==> config.mk <==
export PLATFORM = sky130hd
export DESIGN_NAME = clkdiv_prog_mc
export DESIGN_NICKNAME = d
export VERILOG_FILES = /design/src/rtl/clkdiv_prog_mc.sv
export SDC_FILE = /design/constraint.sdc
export NUM_CORES = 1
export LEC_CHECK = 0
export BUFFER_PORTS_ARGS = -buffer_cell sky130_fd_sc_hd__buf_4
export CAP_MARGIN = 20
export CORE_UTILIZATION = 39
export DETAILED_ROUTE_END_ITERATION = 7
export PLACE_DENSITY = 0.62
export SLEW_MARGIN = 40
export SYNTH_ARGS = -nofsm -noshare
export SYNTH_HDL_FRONTEND = slang
export SYNTH_SLANG_ARGS = --single-unit
==> constraint.sdc <==
create_clock -name clk -period 3.71 [get_ports clk]
set_input_delay 0.9275 -clock clk [delete_from_list [all_inputs] [get_ports clk]]
set_output_delay 0.9275 -clock clk [all_outputs]
set_load 0.02 [all_outputs]
==> src/rtl/clkdiv_prog_mc.sv <==
// Multi-channel programmable clock divider: per-channel period (div+1) and high time,
// settings reloaded only at period wrap or global sync, registered out and tick.
module clkdiv_prog_mc #(
  parameter int N  = 4,
  parameter int CH = 2
) (
  input  logic            clk,
  input  logic            rst_n,
  input  logic [CH-1:0]   en_i,
  input  logic            sync_i,
  input  logic [CH*N-1:0] div_i,
  input  logic [CH*N-1:0] hi_i,
  output logic [CH-1:0]   out_o,
  output logic [CH-1:0]   tick_o
);

  logic [CH-1:0][N-1:0] cnt_q, cnt_d;
  logic [CH-1:0][N-1:0] div_s_q, div_s_d;
  logic [CH-1:0][N-1:0] hi_s_q, hi_s_d;
  logic [CH-1:0]        out_q, out_d;
  logic [CH-1:0]        tick_q, tick_d;

  always_comb begin
    cnt_d   = cnt_q;
    div_s_d = div_s_q;
    hi_s_d  = hi_s_q;
    tick_d  = '0;
    out_d   = '0;
    for (int c = 0; c < CH; c++) begin
      if (!en_i[c]) begin
        // Parking cnt at the new div guarantees the first enabled edge wraps.
        div_s_d[c] = div_i[c*N +: N];
        hi_s_d[c]  = hi_i[c*N +: N];
        cnt_d[c]   = div_i[c*N +: N];
        tick_d[c]  = 1'b0;
        out_d[c]   = 1'b0;
      end else begin
        if (sync_i || (cnt_q[c] == div_s_q[c])) begin
          cnt_d[c]   = '0;
          div_s_d[c] = div_i[c*N +: N];
          hi_s_d[c]  = hi_i[c*N +: N];
          tick_d[c]  = 1'b1;
        end else begin
          cnt_d[c]   = cnt_q[c] + 1'b1;
          tick_d[c]  = 1'b0;
        end
        out_d[c] = (cnt_d[c] < hi_s_d[c]);
      end
    end
  end

  always_ff @(posedge clk or negedge rst_n) begin
    if (!rst_n) begin
      cnt_q   <= '0;
      div_s_q <= '0;
      hi_s_q  <= '0;
      out_q   <= '0;
      tick_q  <= '0;
    end else begin
      cnt_q   <= cnt_d;
      div_s_q <= div_s_d;
      hi_s_q  <= hi_s_d;
      out_q   <= out_d;
      tick_q  <= tick_d;
    end
  end

  assign out_o  = out_q;
  assign tick_o = tick_q;

endmodule

==> results_dict.tcl <==
set metrics [dict create \
    status "completed" \
    hp-class "reg2reg" \
    fillers 345 \
    min_path_cells 1 \
    cts_buffer_depth 2 \
    postCtsResizedCells 0 \
    synthCells 116 \
    syn_area_per_cell_um2 12.97 \
    vias 948 \
    worstPathMaxFanout 9 \
    die_h_um 64.10 \
    core_um2 3689 \
    htreeDepth 1 \
    pin_count 25 \
    cp-end-kind "flip-flop" \
    grt_pass1_wl_um 4692 \
    hold_end "hi_s_q[3]" \
    initial_core_util 0.4077 \
    ys_ff_latch 28 \
    hold_viol_final 0 \
    dr.pass1.iters 4 \
    antenna_found_initial 0 \
    grt_pass1_vias 979 \
    synth.distinct_cells 21 \
    port_buffers 24 \
    setup_tns_ns 0 \
    crit_type "reg2reg" \
    syn_area_um2 1504 \
    grt_setup_unrepaired "false" \
    rr_worst_depth 7 \
    placementRows 22 \
    relSlewSlack 0.7208 \
    period_minus_slack_ns 2.282 \
    grt_overflow 0 \
    area_growth_pct 18.05 \
    post_cts_buffers 0 \
    mostFrequentLayoutCells "dfrtp_1, buf_4, mux2_2, xnor2_1, ha_1" \
    ys_warn_count 0 \
    slew_viol_final 0 \
    setup-violations-final 0 \
    worst_ep_arrival_time_ns 2.48 \
    ant_nets 0 \
    cts_root_buffer "clkbuf_8" \
    syn_nets 145 \
    dp_hpwl_um 2035 \
    die_area_um2 4109 \
    worst_slew_pin_slew_ns 0.4175 \
    grt_max_degree 29 \
    worst_setup_path_start_kind "flip-flop" \
    die_w_um 64.10 \
    drive_gt1_frac 0.4043 \
    postCtsHoldBufs 0 \
    routedWlPerCell_um 13.93 \
    drt_wl_total_um 2632 \
    final_common_cell "dfrtp_1" \
    clock_sinks 28 \
    drt_iter0_drc 16 \
    drc 0 \
    insertedDiodeCount 0 \
    fin_nets 172 \
    ys_seq_area_frac 0.4659 \
    powerDensity_nw_per_um2 406.8 \
    r2r_start "cnt_q[2]" \
    peakVddDrop_mv 0.1167 \
    cts_tree "built" \
    p_leak_nw 0.7930 \
    r2r_end "out_o[0]" \
    viasPerCell 5.016 \
    drv_cap 0 \
    worstSkewPairLatency_ns 0.27 \
    required_ns 3.91 \
    hold_slack_ns 0.5128 \
    clk_pin_slew_ns 0.09 \
    fin_crit_sh 0.6151 \
    cts-buffers-inserted 3 \
    fmax_mhz 438.2 \
    postLayoutCoreUtil 0.4813 \
    grtUsageTotal 0.1516 \
    min-delay-start "hi_s_q[3]" \
    gp_congestion 0.8794 \
    reg2reg_slack_ns 1.43 \
    fin_worst_skew_ns 0.001064 \
]
==> cell families (layout without fill, tap and decap cells) <==
family | count (synthesis) | in the layout | share of synthesized area
mux | 28 | 28 | 0.2047
compound gates | 12 | 12 | 0.07820
flops | 28 | 28 | 0.4659
buf+inv | 4 | 29 | 0.01165
simple gates | 24 | 24 | 0.1032
xor+xnor | 12 | 12 | 0.06988
fa+ha+maj | 8 | 8 | 0.06656
==> worst max-delay path, stage by stage (launching register included) <==
cell	delay (ns)
dfrtp_1	0.43
xnor2_1	0.35
a41oi_4	0.29
and2_2	0.27
ha_1	0.21
nor4b_1	0.40
nand2_1	0.10
o211ai_1	0.16
==> stage by stage <==
step | cell area (um2) | instances | power (W) | setup WS (ns)
2_1_floorplan | 1504 | 116 | 0.0004999 | 1.506
3_3_place_gp | 1734 | 186 | 0.0005608 | 1.149
3_5_place_dp | 1734 | 186 | 0.0005659 | 1.120
4_1_cts | 1775 | 189 | 0.0007306 | 1.373
5_1_grt | 1775 | 189 | 0.0007744 | 1.233
6_report | 1775 | 189 | 0.0007223 | 1.428
==> cells in the mapped netlist, drive strengths merged <==
cell / count / area, um2
dfrtp: 28 / 700.7
mux2: 22 / 247.7
xnor2: 10 / 87.58
ha: 8 / 100.1
nand2: 8 / 45.04
and2: 6 / 41.29
mux2i: 6 / 60.06
nand3: 4 / 20.02
o211ai: 4 / 30.03
o21ai: 4 / 20.02
a41oi: 2 / 55.05
and2b: 2 / 16.27
clkbuf: 2 / 10.01
inv: 2 / 7.510
nand3b: 2 / 15.01
nor4b: 2 / 17.52
o22ai: 2 / 12.51
xor2: 2 / 17.52
==> layout make-up <==
class | instances | area (um2) | share of cell area
Clock buffer | 3 | 41.29 | 0.02326
Timing Repair Buffer | 24 | 180.2 | 0.1015
Multi-Input combinational cell | 84 | 785.8 | 0.4426
Tap cell | 48 | 60.06 | 0.03383
Inverter | 2 | 7.507 | 0.004228
Sequential cell | 28 | 700.7 | 0.3946
==> state kept, by name, indices dropped and copies added, names as in the netlist <==
signal,count
out_o,2
hi_s_q,8
div_s_q,8
cnt_q,8
tick_o,2
==> power breakdown <==
part | total (W) | internal [W] | switching [W]
combinational | 0.000195 | 0.0000989 | 0.0000957
clock | 0.000165 | 0.0000731 | 0.0000922
sequential | 0.000362 | 0.000339 | 0.0000234
==> routing by layer <==
layer  wire length, um  vias up  part of all wire  global-route usage
met5                 0        -                 0                   0
met4                66        0             0.025             0.08333
met3                94        5             0.036             0.01964
met2              1186       18              0.45              0.2261
met1              1283      460              0.49              0.2123
li1                  -      465                 -                   -
==> worst max-delay path by stage <==
stage                        start  endpoint  slack (ns)
after floorplan             sync_i  out_o[0]        1.51
after detailed placement    sync_i  out_o[0]        1.12
after CTS                 cnt_q[2]  out_o[0]        1.37
after global placement      sync_i  out_o[0]        1.15
after global routing      cnt_q[6]  out_o[1]        1.23
final                     cnt_q[2]  out_o[0]        1.43
(Power assumes the default switching activity.)
